--- config.mk ---
export PLATFORM = sky130hd
export DESIGN_NAME = chanlink_evt_arb
export DESIGN_NICKNAME = d
export VERILOG_FILES = /design/src/rtl/chanlink_arb_pkg.sv /design/src/rtl/chanlink_evt_arb_rr_prio_enc.sv /design/src/rtl/chanlink_evt_arb.sv
export SDC_FILE = /design/constraint.sdc
export NUM_CORES = 1
export LEC_CHECK = 0
export CAP_MARGIN = 20
export CORE_MARGIN = 1.5
export CORE_UTILIZATION = 45
export DETAILED_ROUTE_END_ITERATION = 16
export GPL_TIMING_DRIVEN = 0
export PLACE_DENSITY_LB_ADDON = 0.12
export SETUP_SLACK_MARGIN = 0.4
export SLEW_MARGIN = 20
export SYNTH_ARGS = -nofsm -noshare
export SYNTH_HDL_FRONTEND = slang
export SYNTH_HIERARCHICAL = 1
export SYNTH_SLANG_ARGS = --single-unit
export TNS_END_PERCENT = 5
--- constraint.sdc ---
create_clock -name RCLK -period 3.9 [get_ports RCLK]
set_input_delay 0.78 -clock RCLK [delete_from_list [all_inputs] [get_ports RCLK]]
set_output_delay 0.78 -clock RCLK [all_outputs]
set_load 0.01 [all_outputs]
--- src/rtl/chanlink_arb_pkg.sv ---
// Shared definitions for the channel-link event arbiter: FSM encoding,
// ERR_STAT bit positions, default idle word and the word-count helper.
package chanlink_arb_pkg;

  localparam logic [1:0] ST_IDLE  = 2'd0;
  localparam logic [1:0] ST_GRANT = 2'd1;
  localparam logic [1:0] ST_XFER  = 2'd2;
  localparam logic [1:0] ST_GAP   = 2'd3;

  localparam int ERR_TMO   = 0;
  localparam int ERR_TRUNC = 1;
  localparam int ERR_STRAY = 2;

  localparam logic [15:0] IDLE_WRD_DEF = 16'h50BC;

  // Event word count sticks at all-ones instead of wrapping.
  function automatic logic [11:0] sat_inc12(input logic [11:0] v);
    if (v == 12'hFFF) begin
      return v;
    end else begin
      return v + 12'd1;
    end
  endfunction

endpackage

--- src/rtl/chanlink_evt_arb_rr_prio_enc.sv ---
// Round-robin priority encoder: picks the first requester at or after PTR,
// wrapping from NREQ-1 back to 0.
module rr_prio_enc #(
  parameter int NREQ = 4,
  parameter int PW   = 2
) (
  input  logic [NREQ-1:0] REQ,
  input  logic [PW-1:0]   PTR,
  output logic [NREQ-1:0] SEL,
  output logic            VLD
);

  logic [PW-1:0] idx_s;
  logic          hit_s;

  // Linear scan from PTR; the first hit masks every later candidate.
  always_comb begin
    SEL   = {NREQ{1'b0}};
    VLD   = 1'b0;
    idx_s = {PW{1'b0}};
    hit_s = 1'b0;
    for (int k = 0; k < NREQ; k++) begin
      idx_s      = PW'((int'(PTR) + k) % NREQ);
      hit_s      = !VLD && REQ[idx_s];
      SEL[idx_s] = SEL[idx_s] | hit_s;
      VLD        = VLD | hit_s;
    end
  end

endmodule

--- src/rtl/chanlink_evt_arb.sv ---
// Event-granular round-robin arbiter sharing one 16-bit TX path between NREQ
// readout FIFOs. Define CHANLINK_ARB_TMO_EN to enable the grant timeout.
module chanlink_evt_arb
  import chanlink_arb_pkg::*;
#(
  parameter int          NREQ     = 4,
  parameter int          IDLE_GAP = 2,
  parameter int          TMO_CYC  = 1023,
  parameter logic [15:0] IDLE_WRD = IDLE_WRD_DEF
) (
  input  logic                 RCLK,
  input  logic                 RST,
  input  logic [NREQ-1:0]      REQ,
  input  logic [NREQ-1:0]      DVALID,
  input  logic [16*NREQ-1:0]   DOUT,
  input  logic [NREQ-1:0]      LAST_WRD,
  input  logic                 CLR_ERR,
  output logic [NREQ-1:0]      GNT,
  output logic [15:0]          TXD,
  output logic                 TX_VLD,
  output logic                 TX_SOF,
  output logic                 TX_EOF,
  output logic [15:0]          EVT_CNT,
  output logic [11:0]          WRD_CNT,
  output logic [2:0]           ERR_STAT
);

  localparam int PW = (NREQ > 1) ? $clog2(NREQ) : 1;

  logic [1:0]      state_r;
  logic [PW-1:0]   ptr_r;
  logic [NREQ-1:0] gnt_r;
  logic [3:0]      gap_r;
  logic [11:0]     wc_r;
  logic [15:0]     txd_r;
  logic            tx_vld_r, tx_sof_r, tx_eof_r;
  logic [15:0]     evt_r;
  logic [11:0]     wrd_r;
  logic [2:0]      err_r;

  logic [NREQ-1:0] sel_s;
  logic            sel_vld_s;
  logic [PW-1:0]   sel_idx_s, ptr_nxt_s;
  logic [15:0]     g_dout_s;
  logic            g_dv_s, g_last_s, g_req_s, stray_s, tmo_hit_s, abort_s;
  logic [11:0]     wc_nxt_s;
  logic [2:0]      err_set_s;

  rr_prio_enc #(.NREQ(NREQ), .PW(PW)) u_enc (
    .REQ (REQ),
    .PTR (ptr_r),
    .SEL (sel_s),
    .VLD (sel_vld_s)
  );

`ifdef CHANLINK_ARB_TMO_EN
  localparam int TW = $clog2(TMO_CYC + 1);
  logic [TW-1:0] tmo_r;

  // Counts GRANT cycles spent waiting for the first word.
  always_ff @(posedge RCLK) begin
    if (RST) begin
      tmo_r <= {TW{1'b0}};
    end else if (state_r != ST_GRANT) begin
      tmo_r <= {TW{1'b0}};
    end else begin
      tmo_r <= tmo_r + TW'(1);
    end
  end

  assign tmo_hit_s = (state_r == ST_GRANT) && (tmo_r == TW'(TMO_CYC - 1));
`else
  assign tmo_hit_s = 1'b0;
`endif

  // Granted-source view: gnt_r is one-hot or zero, so AND-OR acts as the mux.
  always_comb begin
    g_dout_s  = 16'h0000;
    sel_idx_s = {PW{1'b0}};
    for (int i = 0; i < NREQ; i++) begin
      g_dout_s  = g_dout_s | (DOUT[16*i +: 16] & {16{gnt_r[i]}});
      sel_idx_s = sel_idx_s | (PW'(i) & {PW{sel_s[i]}});
    end
    ptr_nxt_s = (sel_idx_s == PW'(NREQ - 1)) ? {PW{1'b0}} : sel_idx_s + PW'(1);
    g_dv_s    = |(DVALID & gnt_r);
    g_last_s  = |(DVALID & LAST_WRD & gnt_r);
    g_req_s   = |(REQ & gnt_r);
    stray_s   = |(DVALID & ~gnt_r);
    wc_nxt_s  = (state_r == ST_GRANT) ? 12'd1 : sat_inc12(wc_r);
    err_set_s            = 3'b000;
    err_set_s[ERR_STRAY] = stray_s;
    err_set_s[ERR_TRUNC] = (state_r == ST_GRANT) && !g_dv_s && !g_req_s;
    err_set_s[ERR_TMO]   = (state_r == ST_GRANT) && !g_dv_s && g_req_s && tmo_hit_s;
    abort_s              = err_set_s[ERR_TRUNC] | err_set_s[ERR_TMO];
  end

  // Arbitration FSM, TX output register, event counters and sticky errors.
  always_ff @(posedge RCLK) begin
    if (RST) begin
      state_r  <= ST_IDLE;
      ptr_r    <= {PW{1'b0}};
      gnt_r    <= {NREQ{1'b0}};
      gap_r    <= 4'd0;
      wc_r     <= 12'd0;
      txd_r    <= IDLE_WRD;
      tx_vld_r <= 1'b0;
      tx_sof_r <= 1'b0;
      tx_eof_r <= 1'b0;
      evt_r    <= 16'd0;
      wrd_r    <= 12'd0;
      err_r    <= 3'b000;
    end else begin
      txd_r    <= IDLE_WRD;
      tx_vld_r <= 1'b0;
      tx_sof_r <= 1'b0;
      tx_eof_r <= 1'b0;
      err_r    <= (CLR_ERR ? 3'b000 : err_r) | err_set_s;
      case (state_r)
        ST_IDLE: begin
          if (sel_vld_s) begin
            gnt_r   <= sel_s;
            ptr_r   <= ptr_nxt_s;
            state_r <= ST_GRANT;
          end else begin
            state_r <= ST_IDLE;
          end
        end
        ST_GRANT, ST_XFER: begin
          if (g_dv_s) begin
            txd_r    <= g_dout_s;
            tx_vld_r <= 1'b1;
            tx_sof_r <= (state_r == ST_GRANT);
            wc_r     <= wc_nxt_s;
            if (g_last_s) begin
              tx_eof_r <= 1'b1;
              evt_r    <= evt_r + 16'd1;
              wrd_r    <= wc_nxt_s;
              gnt_r    <= {NREQ{1'b0}};
              gap_r    <= 4'd0;
              state_r  <= ST_GAP;
            end else begin
              state_r  <= ST_XFER;
            end
          end else if (abort_s) begin
            gnt_r   <= {NREQ{1'b0}};
            gap_r   <= 4'd0;
            state_r <= ST_GAP;
          end else begin
            state_r <= state_r;
          end
        end
        ST_GAP: begin
          // One extra GAP cycle: the first one still shows the EOF word on TXD.
          if (gap_r == 4'(IDLE_GAP)) begin
            state_r <= ST_IDLE;
          end else begin
            gap_r <= gap_r + 4'd1;
          end
        end
        default: begin
          state_r <= ST_IDLE;
          gnt_r   <= {NREQ{1'b0}};
        end
      endcase
    end
  end

  assign GNT      = gnt_r;
  assign TXD      = txd_r;
  assign TX_VLD   = tx_vld_r;
  assign TX_SOF   = tx_sof_r;
  assign TX_EOF   = tx_eof_r;
  assign EVT_CNT  = evt_r;
  assign WRD_CNT  = wrd_r;
  assign ERR_STAT = err_r;

endmodule

==> impl_metrics.xml <==
<?xml version="1.0" encoding="UTF-8"?>
<metrics>
  <group name="worst_setup_path">
    <metric name="cp.buffers_inverters" unit="">4</metric>
    <metric name="critPathMaxFanout" unit="">10</metric>
    <metric name="cp.arrival" unit="ps">3660</metric>
    <metric name="worst_path_max_delay_cell" unit="">mux4_2</metric>
    <metric name="timing.critical_path.max_delay_family" unit="">compound AO/OA/AOI/OAI gates</metric>
    <metric name="setup.worst_path.start_class" unit="">register</metric>
    <metric name="timing.critical_path.to_type" unit="">register</metric>
    <metric name="worstPathCellList" unit="">clkbuf_8, buf_4, inv_4, ha_1, buf_6, mux4_2, mux2_4, a221o_2, a221oi_4, a31oi_2, xnor2_1, nor3_1, a21oi_1, nor2_1</metric>
    <metric name="critical_path_class" unit="">reg2reg</metric>
    <metric name="required_time_of_the_critical_path" unit="ps">4120</metric>
    <metric name="critical-path-max-stage-delay" unit="ps">490</metric>
  </group>
  <group name="clock_tree">
    <metric name="cts_tree" unit="">done</metric>
    <metric name="number_of_clock_buffers_inserted_by_tritoncts" unit="">9</metric>
    <metric name="cts_num_sinks" unit="">73</metric>
    <metric name="clock-root-buffer" unit="">clkbuf_8</metric>
    <metric name="clock_pin_slew_worst_setup_and_hold_paths" unit="ps">90</metric>
    <metric name="worst_skew_pair_latency" unit="ps">350</metric>
    <metric name="ctsLongestPathBuffers" unit="">2</metric>
    <metric name="htree_num_levels" unit="">3</metric>
  </group>
  <group name="detailed_routing">
    <metric name="firstDrtPassIters" unit="">5</metric>
    <metric name="wire_per_inst" unit="um">17.8</metric>
    <metric name="ant_nets" unit="">0</metric>
    <metric name="dr.first_iter.drc_count" unit="">283</metric>
    <metric name="avgViaCountPerCell" unit="">6.04</metric>
    <metric name="finalWirelength" unit="mm">13.5</metric>
    <metric name="drc" unit="">0</metric>
    <metric name="via_count" unit="">4576</metric>
  </group>
  <group name="sta">
    <metric name="rsz0062_at_grt" unit="">false</metric>
    <metric name="final_period_minus_worst_setup_slack" unit="ps">3440</metric>
    <metric name="relSlewSlack" unit="%">60.8</metric>
    <metric name="final.period_utilization" unit="%">88.3</metric>
    <metric name="timing.final.ws_setup" unit="ps">455</metric>
    <metric name="report.final.slew_viol_count" unit="">0</metric>
    <metric name="setup_violations" unit="">0</metric>
    <metric name="achievable_clock_frequency" unit="MHz">290</metric>
    <metric name="clock_skew" unit="ps">17.1</metric>
    <metric name="worstMarginPinSlew" unit="ps">588</metric>
    <metric name="finalHoldViolCount" unit="">0</metric>
    <metric name="worst_hold_slack" unit="ps">461</metric>
    <metric name="final.setup.tns" unit="ps">0</metric>
  </group>
  <group name="finish">
    <metric name="antennaDiodeCount" unit="">0</metric>
    <metric name="synthToLayoutAreaGrowth" unit="%">43.2</metric>
    <metric name="drive_above_1_share" unit="%">10.5</metric>
    <metric name="nNetsFinal" unit="">734</metric>
    <metric name="final_instance_count_excl_fillers" unit="">757</metric>
  </group>
  <group name="die">
    <metric name="floorplan.die_area" unit="um^2">9810</metric>
    <metric name="core" unit="um^2">8850</metric>
    <metric name="height_of_the_die" unit="um">99.0</metric>
    <metric name="top_ports" unit="">133</metric>
    <metric name="core.rowCount" unit="">34</metric>
    <metric name="die_width" unit="um">99.0</metric>
    <metric name="effective_utilization_at_floorplan" unit="%">46.9</metric>
  </group>
  <group name="flow_run">
    <metric name="drv.max_cap_violation_count" unit="">0</metric>
  </group>
  <group name="synthesis">
    <metric name="synthDominantCellAreaShare" unit="%">35.2</metric>
    <metric name="ys_async_sr_fraction" unit="%">0</metric>
    <metric name="dominantRegCellSynth" unit="">dfxtp_1</metric>
    <metric name="synth.avg_cell_area" unit="um^2">8.37</metric>
    <metric name="synth_top_cell_by_area" unit="">dfxtp_1</metric>
    <metric name="netlist_top_cells_count" unit="">dfxtp_1, a21oi_1, nand3_1</metric>
    <metric name="synth_sequential_area_ratio" unit="%">35.2</metric>
    <metric name="synth-edff-count" unit="">0</metric>
    <metric name="postSynthNetCount" unit="">586</metric>
    <metric name="yosysWarningCount" unit="">6</metric>
    <metric name="synth_most_common_cell" unit="">dfxtp_1</metric>
    <metric name="synth-seq-cells" unit="">73</metric>
    <metric name="synth.area.top_cells" unit="">dfxtp_1, a22oi_1, a21oi_1</metric>
    <metric name="synthesis.area" unit="um^2">4150</metric>
    <metric name="syn-instance-count" unit="">496</metric>
    <metric name="netlist-cell-type-count" unit="">74</metric>
  </group>
  <group name="global_route">
    <metric name="first_global_vias" unit="">4341</metric>
    <metric name="largest_net_degree_at_the_start_of_global_routing" unit="">16</metric>
    <metric name="grtUsageTotal" unit="%">26.1</metric>
    <metric name="grt.overflow.total" unit="">0</metric>
    <metric name="antenna_found_initial" unit="">0</metric>
    <metric name="first_pass_grt_wire_length" unit="mm">20.8</metric>
  </group>
  <group name="min_path">
    <metric name="type_of_the_worst_min_delay_path" unit="">reg2reg</metric>
  </group>
  <group name="run_status">
    <metric name="result_of_the_run" unit="">finished, final reports clean</metric>
  </group>
  <group name="placement">
    <metric name="dpl.cell_count" unit="">735</metric>
    <metric name="buffer_ports.inserted" unit="">131</metric>
    <metric name="place_ws" unit="ps">46.2</metric>
    <metric name="dp_hpwl" unit="mm">9.56</metric>
    <metric name="gpl.final_weighted_congestion" unit="">0.913</metric>
  </group>
  <group name="power">
    <metric name="internal_power" unit="uW">2040</metric>
    <metric name="power.leakage" unit="uW">0.00204</metric>
    <metric name="switchingPower" unit="uW">1590</metric>
    <metric name="sequentialPowerShare" unit="%">24.3</metric>
    <metric name="logic_gate_share_of_total_power" unit="%">58.5</metric>
    <metric name="power.share.clock" unit="%">17.2</metric>
    <metric name="powerDensity" unit="nW/um^2">611</metric>
    <metric name="p_sw_share" unit="%">43.8</metric>
    <metric name="ir_drop_worst_vdd" unit="mV">0.308</metric>
  </group>
</metrics>
[logic make-up (layout without fill, tap and decap cells)]
kind of cell / after synthesis / after routing / synth area share [%]
AOI/OAI and AO/OA: 160 / 160 / 26.8
and+or+nand+nor: 173 / 173 / 22.0
buffers and inverters: 53 / 205 / 5.64
other: 1 / 1 / 0.0904
xor gates and xnor gates: 18 / 18 / 3.80
DFF: 73 / 73 / 35.2
muxes: 7 / 8 / 3.11
adders and majority gates: 11 / 11 / 3.32
[sequential cells by signal (all words and copies together), names as in the netlist]
signal    flops
ERR_STAT      2
EVT_CNT      16
GNT           4
TXD          16
TX_EOF        1
TX_SOF        1
TX_VLD        1
WRD_CNT      12
gap_r         4
ptr_r         2
state_r       2
wc_r         12
[routing by layer]
layer	share of wire [%]	GRT usage (%)	vias to the layer above
met4	2.5	10.7	0
met2	49	44.0	221
met3	7.5	5.18	37
met1	41	32.6	2147
li1	-	-	2171
met5	0	0	-
[worst reg2reg max path: cells and delay by family, from the launching register on]
| kind | cells | cell delay [ps] |
|---|---|---|
| AO/OA/AOI/OAI | 4 | 1090 |
| multiplexers | 2 | 770 |
| buffers and inverters | 4 | 540 |
| flip-flops | 1 | 380 |
| XOR/XNOR | 1 | 210 |
| adder cells (fa/ha/maj) | 1 | 200 |
| AND/OR/NAND/NOR | 2 | 130 |
[final timing paths]
check	startpoint	endpoint	slack, ps	cells after the start
hold reg to reg	WRD_CNT[9]	WRD_CNT[9]	460	2
setup / recovery	ptr_r[0]	ptr_r[1]	460	14
hold / removal	WRD_CNT[9]	WRD_CNT[9]	460	2
setup reg to reg	ptr_r[0]	ptr_r[1]	460	14
[power by group through the flow]
stage          Clock (uW)  Combinational (uW)  Sequential, uW
3_5_place_dp            0                1820             886
6_report              626                2120             880
4_1_cts               638                1890             870
3_3_place_gp            0                1790             883
5_1_grt               670                2260             891
2_1_floorplan           0                1330             887
[cell type report]
cell class	count	area [um^2]
fill	741	2910
multi-input combinational	371	2530
sequential	73	1470
timing repair buffer	136	1360
buffer	32	163
tap	108	135
clock buffer	9	124
clock inverter	7	82.6
inverter	21	81.3
[stage by stage]
step,utilization (%),instance area [um^2],power (uW)
after global placement,63.2,5600,2670
after CTS,65.9,5830,3400
after global routing,67.2,5940,3820
after floorplan,-,4150,2220
after detailed placement,63.2,5600,2700
final,67.2,5940,3630
[layout by cell type (no fill, tap or decap), types with 4 or more instances in the layout]
master and instances:
buf_4 7, or3_1 4, dfxtp_1 71, nor3_1 14, o21ai_1 12, and4_1 4, nand4_1 12, buf_2 5
nand3_1 43, a31oi_1 5, a211o_1 5, and3_1 5, clkbuf_1 19, clkbuf_8 11, a21oi_1 46, o21ai_0 10
xnor2_1 6, nor2_1 35, nand3b_1 6, xor2_1 12, clkdlybuf4s50_1 127, nand4b_1 5, dlymetal6s2s_1 4, inv_1 19
nand2_1 24, o211ai_1 5, o31ai_1 4, a22oi_1 33, ha_1 10
[what timing repair did]
action	CTS	global route
cloned	0	1
setup buffers	1	4
gates resized for setup	4	18
hold buffers	0	0
pin swaps	1	6
setup endpoints to repair	1	6
No activity file was read; power rests on OpenSTA's default activity.
